$ cat config.mk
export PLATFORM = sky130hd
export DESIGN_NAME = bin2bcd_seq
export DESIGN_NICKNAME = d
export VERILOG_FILES = /design/src/rtl/bin2bcd_seq.sv
export SDC_FILE = /design/constraint.sdc
export NUM_CORES = 1
export LEC_CHECK = 0
export CAP_MARGIN = 10
export CORE_ASPECT_RATIO = 0.5
export CORE_MARGIN = 1.5
export CORE_UTILIZATION = 40
export DETAILED_ROUTE_END_ITERATION = 12
export PLACE_DENSITY = 0.7
export REMOVE_ABC_BUFFERS = 1
export SLEW_MARGIN = 20
export SYNTH_ARGS = -nofsm -noshare
export SYNTH_HDL_FRONTEND = slang
export SYNTH_SLANG_ARGS = --single-unit
export TNS_END_PERCENT = 5
$ cat constraint.sdc
create_clock -name sys_clk -period 6 [get_ports sys_clk]
set_input_delay 1.2 -clock sys_clk [delete_from_list [all_inputs] [get_ports sys_clk]]
set_output_delay 1.2 -clock sys_clk [all_outputs]
set_load 0.01 [all_outputs]
$ cat src/rtl/bin2bcd_seq.sv
// Iterative binary-to-BCD converter using the shift-add-3 (double dabble) method,
// one input bit per clock, producing packed BCD digits for the display digit mux.
module bin2bcd_seq #(
  parameter int BIN_W  = 8,
  parameter int DIGITS = 3,
  parameter bit AUTO   = 1'b1
) (
  input  logic                  sys_clk,
  input  logic                  rst,
  input  logic [BIN_W-1:0]      bin_in,
  input  logic                  start,
  output logic                  busy,
  output logic                  done,
  output logic [4*DIGITS-1:0]   bcd_out
);

  localparam int BCD_W = 4 * DIGITS;
  localparam int SR_W  = BCD_W + BIN_W;
  localparam int CNT_W = $clog2(BIN_W + 1);
  localparam logic [CNT_W-1:0] LAST_CNT = CNT_W'(BIN_W - 1);

  // The digit field must hold the largest binary input without truncation.
  if (64'(10) ** DIGITS <= (64'(1) << BIN_W) - 64'(1)) begin : g_digits_too_few
    $error("bin2bcd_seq: DIGITS too small for BIN_W");
  end

  typedef enum logic {
    S_IDLE  = 1'b0,
    S_SHIFT = 1'b1
  } state_t;

  // A BCD nibble of 5..9 becomes 8..12 so the following doubling carries correctly.
  function automatic logic [3:0] add3(input logic [3:0] nib);
    return (nib >= 4'd5) ? nib + 4'd3 : nib;
  endfunction

  state_t             state_q, state_d;
  logic               busy_q, busy_d;
  logic               done_q, done_d;
  logic [BCD_W-1:0]   bcd_q, bcd_d;
  logic [BIN_W-1:0]   last_bin_q, last_bin_d;
  logic [CNT_W-1:0]   cnt_q, cnt_d;
  logic [SR_W-1:0]    sreg_q, sreg_d;
  logic [SR_W-1:0]    adj;
  logic [SR_W-1:0]    shifted;
  logic               go;

  always_comb begin
    adj = sreg_q;
    for (int i = 0; i < DIGITS; i++) begin
      adj[BIN_W + 4*i +: 4] = add3(sreg_q[BIN_W + 4*i +: 4]);
    end
    shifted = {adj[SR_W-2:0], 1'b0};
  end

  assign go = start | (AUTO & (bin_in != last_bin_q));

  always_comb begin
    state_d    = state_q;
    busy_d     = busy_q;
    done_d     = 1'b0;
    bcd_d      = bcd_q;
    last_bin_d = last_bin_q;
    cnt_d      = cnt_q;
    sreg_d     = sreg_q;
    case (state_q)
      S_IDLE: begin
        if (go) begin
          sreg_d     = {{BCD_W{1'b0}}, bin_in};
          last_bin_d = bin_in;
          cnt_d      = '0;
          busy_d     = 1'b1;
          state_d    = S_SHIFT;
        end
      end
      S_SHIFT: begin
        sreg_d = shifted;
        cnt_d  = cnt_q + CNT_W'(1);
        // Last input bit just entered the digit field: publish the result.
        if (cnt_q == LAST_CNT) begin
          bcd_d   = shifted[SR_W-1 -: BCD_W];
          done_d  = 1'b1;
          busy_d  = 1'b0;
          state_d = S_IDLE;
        end
      end
      default: state_d = S_IDLE;
    endcase
  end

  // Control and visible outputs: asynchronous reset.
  always_ff @(posedge sys_clk or posedge rst) begin
    if (rst) begin
      state_q    <= S_IDLE;
      busy_q     <= 1'b0;
      done_q     <= 1'b0;
      bcd_q      <= '0;
      last_bin_q <= '0;
      cnt_q      <= '0;
    end else begin
      state_q    <= state_d;
      busy_q     <= busy_d;
      done_q     <= done_d;
      bcd_q      <= bcd_d;
      last_bin_q <= last_bin_d;
      cnt_q      <= cnt_d;
    end
  end

  // Working shift register is always reloaded before use, so it needs no reset.
  always_ff @(posedge sys_clk) begin
    sreg_q <= sreg_d;
  end

  assign busy    = busy_q;
  assign done    = done_q;
  assign bcd_out = bcd_q;

endmodule
==> impl_results.html <==
<table>
<tr><th>Metric</th><th>Value</th></tr>
<tr><th colspan="2">STA</th></tr>
<tr><td>Final Max Slew Viols</td><td>0</td></tr>
<tr><td>Unrepaired setup endpoints after global routing</td><td>no</td></tr>
<tr><td>Final count of negative-setup-slack endpoints</td><td>0</td></tr>
<tr><td>Total Neg Setup Slack</td><td>0 ps</td></tr>
<tr><td>Number of hold-slack violations in the final timing report</td><td>0</td></tr>
<tr><td>Period minus WS final</td><td>2970 ps</td></tr>
<tr><td>Slew margin rel.</td><td>41.9%</td></tr>
<tr><td>Setup slack of the critical path after layout</td><td>3030 ps</td></tr>
<tr><td>Max Clock Skew</td><td>7.98 ps</td></tr>
<tr><td>Max Freq</td><td>336 MHz</td></tr>
<tr><td>Final period util</td><td>49.6%</td></tr>
<tr><td>Slew at the pin closest to its max-slew limit</td><td>870 ps</td></tr>
<tr><th colspan="2">Clocking</th></tr>
<tr><td>Clock net sink count</td><td>47</td></tr>
<tr><td>Root buffer cell</td><td>clkbuf_8</td></tr>
<tr><td>TritonCTS Buffers</td><td>5</td></tr>
<tr><td>Clock latency reported for the late side of the worst-skew pair</td><td>300 ps</td></tr>
<tr><td>Post-CTS setup repair buffer count</td><td>0</td></tr>
<tr><td>Clock transition time at the flip-flop clock pins of the worst setup and hold paths</td><td>80 ps</td></tr>
<tr><td>Hold_buf cts</td><td>0</td></tr>
<tr><td>H-tree lvl count</td><td>2</td></tr>
<tr><td>Cells resized by post-CTS repair</td><td>0</td></tr>
<tr><td>Clock tree from TritonCTS</td><td>done</td></tr>
<tr><td>Maximum clock insertion buffer count</td><td>2</td></tr>
<tr><th colspan="2">Worst setup path</th></tr>
<tr><td>Reg-to-reg endpoint</td><td>bcd_out[5]$_DFFE_PP0P_</td></tr>
<tr><td>Category of cells accounting for the largest share of critical-path delay</td><td>simple AND/OR/NAND/NOR gates</td></tr>
<tr><td>Crit Path Class</td><td>in2reg</td></tr>
<tr><td>Nature of the critical path endpoint</td><td>flop</td></tr>
<tr><td>Largest incremental delay on the critical path</td><td>490 ps</td></tr>
<tr><td>Worst Reg-to-Reg Cells</td><td>4</td></tr>
<tr><td>Critical path required time</td><td>6180 ps</td></tr>
<tr><td>Launch instance of the worst register-to-register path</td><td>state_q$_DFF_PP0_</td></tr>
<tr><td>Largest driver fanout on the critical path</td><td>15</td></tr>
<tr><td>Buf/Inv on CP</td><td>2</td></tr>
<tr><td>Setup slack on the worst flop-to-flop path</td><td>3920 ps</td></tr>
<tr><td>Slowest stage cell, crit path</td><td>nand4_1</td></tr>
<tr><td>Nature of the critical path startpoint</td><td>input port</td></tr>
<tr><td>Chain of cells forming the critical path</td><td>clkdlybuf4s50_1, xor2_1, nor4_4, nand4_1, buf_6, and2_1</td></tr>
<tr><td>Arrival time worst endpoint</td><td>3160 ps</td></tr>
<tr><th colspan="2">Global route</th></tr>
<tr><td>Maximum number of pins on one net before global-route repair</td><td>28</td></tr>
<tr><td>Gr usage total</td><td>14.2%</td></tr>
<tr><td>Number of antenna violations at the first check in global routing</td><td>0</td></tr>
<tr><td>Global-route wire length before repair</td><td>6120 um</td></tr>
<tr><td>Via count of the first global-routing pass</td><td>1389</td></tr>
<tr><td>Grt ovf</td><td>0</td></tr>
<tr><th colspan="2">Cells and area</th></tr>
<tr><td>Leading cell types in the layout, fill and taps excluded</td><td>nand2_1, dfrtp_1, clkdlybuf4s50_1, edfxtp_1, o21ai_0</td></tr>
<tr><td>Multi-input logic area</td><td>782 um^2</td></tr>
<tr><td>Net count, final</td><td>235</td></tr>
<tr><td>Fill cell instance count of the final layout</td><td>457</td></tr>
<tr><td>Most frequent standard cell in the layout excluding fill and tap cells</td><td>nand2_1</td></tr>
<tr><td>Area of all sequential standard cells</td><td>1280 um^2</td></tr>
<tr><td>Share of layout cells above drive strength 1</td><td>9.17%</td></tr>
<tr><td>Ant diodes</td><td>0</td></tr>
<tr><td>Syn-to-layout area delta</td><td>19.5%</td></tr>
<tr><th colspan="2">Route</th></tr>
<tr><td>WL/cell</td><td>12.3 um</td></tr>
<tr><td>Per-cell via count in the routed design</td><td>4.82</td></tr>
<tr><td>Count of TritonRoute iterations in the first routing pass</td><td>4</td></tr>
<tr><td>WL final</td><td>3530 um</td></tr>
<tr><td>Total via count in the routed design</td><td>1389</td></tr>
<tr><td>Wl on met1</td><td>1750 um</td></tr>
<tr><td>Violation count after the first detailed-route iteration</td><td>38</td></tr>
<tr><td>Length of routed met2 wiring</td><td>1620 um</td></tr>
<tr><td>Metal3 WL</td><td>95 um</td></tr>
<tr><td>Remaining routing DRC violations</td><td>0</td></tr>
<tr><td>Highest metal used</td><td>met4</td></tr>
<tr><td>Number of antenna-violating nets in the routed design</td><td>0</td></tr>
<tr><th colspan="2">Floorplanning</th></tr>
<tr><td>Die area</td><td>5770 um^2</td></tr>
<tr><td>I/O pin total</td><td>25</td></tr>
<tr><td>Placeable Area</td><td>5020 um^2</td></tr>
<tr><td>Number of cell rows</td><td>18</td></tr>
<tr><td>Width of the chip</td><td>106 um</td></tr>
<tr><td>Initial standard-cell utilization of the core</td><td>42.2%</td></tr>
<tr><td>Die Span Y</td><td>54.5 um</td></tr>
<tr><th colspan="2">Synthesis</th></tr>
<tr><td>Share of the synthesized area in compound gates (AO/OA/AOI/OAI)</td><td>7.08%</td></tr>
<tr><td>Simple logic cell fraction of the synthesized area</td><td>16.4%</td></tr>
<tr><td>Cell area after technology mapping</td><td>2120 um^2</td></tr>
<tr><td>Post-synthesis sequential element count</td><td>47</td></tr>
<tr><td>Xor/xnor cell area share of the yosys netlist</td><td>4.55%</td></tr>
<tr><td>Warnings from Yosys</td><td>0</td></tr>
<tr><td>Mux cell area share after synthesis</td><td>4.72%</td></tr>
<tr><td>Sequential element share of the synthesized area</td><td>60.2%</td></tr>
<tr><td>Synthesized instance count</td><td>190</td></tr>
<tr><td>Average cell area after synthesis</td><td>11.2 um^2</td></tr>
<tr><td>Largest family of logic cells by synthesized area</td><td>simple AND/OR/NAND/NOR gates</td></tr>
<tr><td>Post-synthesis adder-cell area fraction</td><td>4.13%</td></tr>
<tr><td>Yosys cell types</td><td>29</td></tr>
<tr><th colspan="2">Placement</th></tr>
<tr><td>Global placement routability congestion</td><td>0.728</td></tr>
<tr><td>Port Buf Inserts</td><td>24</td></tr>
<tr><td>Detailed-placement wirelength estimate</td><td>2500 um</td></tr>
<tr><td>Minimum setup slack after placement</td><td>2170 ps</td></tr>
<tr><th colspan="2">Outcome</th></tr>
<tr><td>Status</td><td>finished clean</td></tr>
<tr><th colspan="2">Power</th></tr>
<tr><td>Total design power</td><td>1320 uW</td></tr>
<tr><td>Power per unit of standard cell area</td><td>521 nW/um^2</td></tr>
<tr><td>Leak Pwr</td><td>0.00113 uW</td></tr>
<tr><td>Max VDD drop</td><td>0.000155 V</td></tr>
<tr><th colspan="2">Worst hold path</th></tr>
<tr><td>Hold wc startpoint</td><td>bcd_out[2]$_DFFE_PP0P_</td></tr>
<tr><td>Hold Path Depth</td><td>2</td></tr>
<tr><td>Worst hold path type</td><td>reg2reg</td></tr>
<tr><td>Sink of the worst hold path</td><td>bcd_out[2]$_DFFE_PP0P_</td></tr>
<tr><th colspan="2">Flow run</th></tr>
<tr><td>Max-Cap Viols</td><td>0</td></tr>
</table>
-- synth_stat cells --
| cell | instances | area (um^2) |
|---|---|---|
| nand2_1 | 42 | 158 |
| nor4_4 | 1 | 21.3 |
| buf_2 | 1 | 5.00 |
| clkbuf_1 | 5 | 18.8 |
| a21o_2 | 1 | 8.76 |
| mux2i_1 | 1 | 10.0 |
| edfxtp_1 | 20 | 601 |
| nor2_1 | 11 | 41.3 |
| ha_1 | 7 | 87.6 |
| mux2_2 | 6 | 67.6 |
| o21bai_1 | 1 | 7.51 |
| dfrtp_1 | 27 | 676 |
| a21oi_1 | 9 | 45.0 |
| inv_1 | 9 | 33.8 |
| nor3b_1 | 5 | 37.5 |
| xor2_1 | 8 | 70.1 |
| nand4_1 | 3 | 18.8 |
| nand3_1 | 1 | 5.00 |
| and3_1 | 1 | 6.26 |
| nand2b_1 | 4 | 25.0 |
| o21ai_0 | 14 | 70.1 |
| mux2_1 | 2 | 22.5 |
| nor3_2 | 1 | 10.0 |
| clkinv_1 | 1 | 3.75 |
| a31oi_2 | 1 | 12.5 |
| a31oi_1 | 1 | 6.26 |
| xnor2_1 | 3 | 26.3 |
| and2_1 | 3 | 18.8 |
| nor2b_1 | 1 | 6.26 |
-- layer usage --
| layer | global-route usage (%) | vias to the layer above |
|---|---|---|
| met4 | 6.08 | 0 |
| met1 | 17.3 | 668 |
| met2 | 25.0 | 17 |
| li1 | - | 697 |
| met3 | 3.57 | 7 |
| met5 | 0 | - |
-- sequential cells by signal, indices dropped and copies added, names as in the netlist --
| name | cells |
|---|---|
| sreg_q | 20 |
| done | 1 |
| cnt_q | 4 |
| state_q | 1 |
| bcd_out | 12 |
| busy | 1 |
| last_bin_q | 8 |
-- through the flow --
step                      cell area [um^2]  hold WS [ps]  util, %  instances
final                                 2530           481     50.4        288
after global routing                  2530           514     50.4        288
after CTS                             2520           488     50.2        287
after detailed placement              2430           470     48.4        279
after global placement                2430           461     48.4        279
after floorplan                       2100           466        -        184
-- worst max-delay path by stage --
stage	start	end	slack (ps)	cells after the start
global route	bin_in[6]	state_q$_DFF_PP0_	2880	6
detailed placement	bin_in[6]	state_q$_DFF_PP0_	2170	5
CTS	bin_in[6]	state_q$_DFF_PP0_	2490	5
global placement	bin_in[6]	state_q$_DFF_PP0_	2270	5
floorplan	bin_in[6]	state_q$_DFF_PP0_	3060	4
finish	bin_in[6]	state_q$_DFF_PP0_	3030	6
-- worst min-delay path, delay by kind of cell, from the launching register on --
family          cells  cell delay [ps]
compound gates      1               60
flops               1              350
simple gates        1               40
-- power by group --
group | total (uW) | switching, uW | internal, uW
combinational | 535 | 275 | 260
clock | 194 | 101 | 93.1
sequential | 591 | 81.4 | 510
total | 1320 | 457 | 863
-- cell type report --
cell class	count	area share, %
sequential	47	50.4
timing repair buffer	26	10.2
clock buffer	7	3.41
inverter	10	1.48
tap	70	3.46
multi-input combinational	127	30.9
clock inverter	1	0.198
-- cell families (layout without fill, tap and decap cells) --
logic type / Yosys count / after routing
buffers and inverters: 16 / 44
multiplexers: 9 / 9
flip-flops: 47 / 47
adder cells (fa/ha/maj): 7 / 7
XOR/XNOR: 11 / 11
AND/OR/NAND/NOR: 73 / 73
AO/OA/AOI/OAI: 27 / 27
Note: power is estimated with default switching activity, not from simulation.
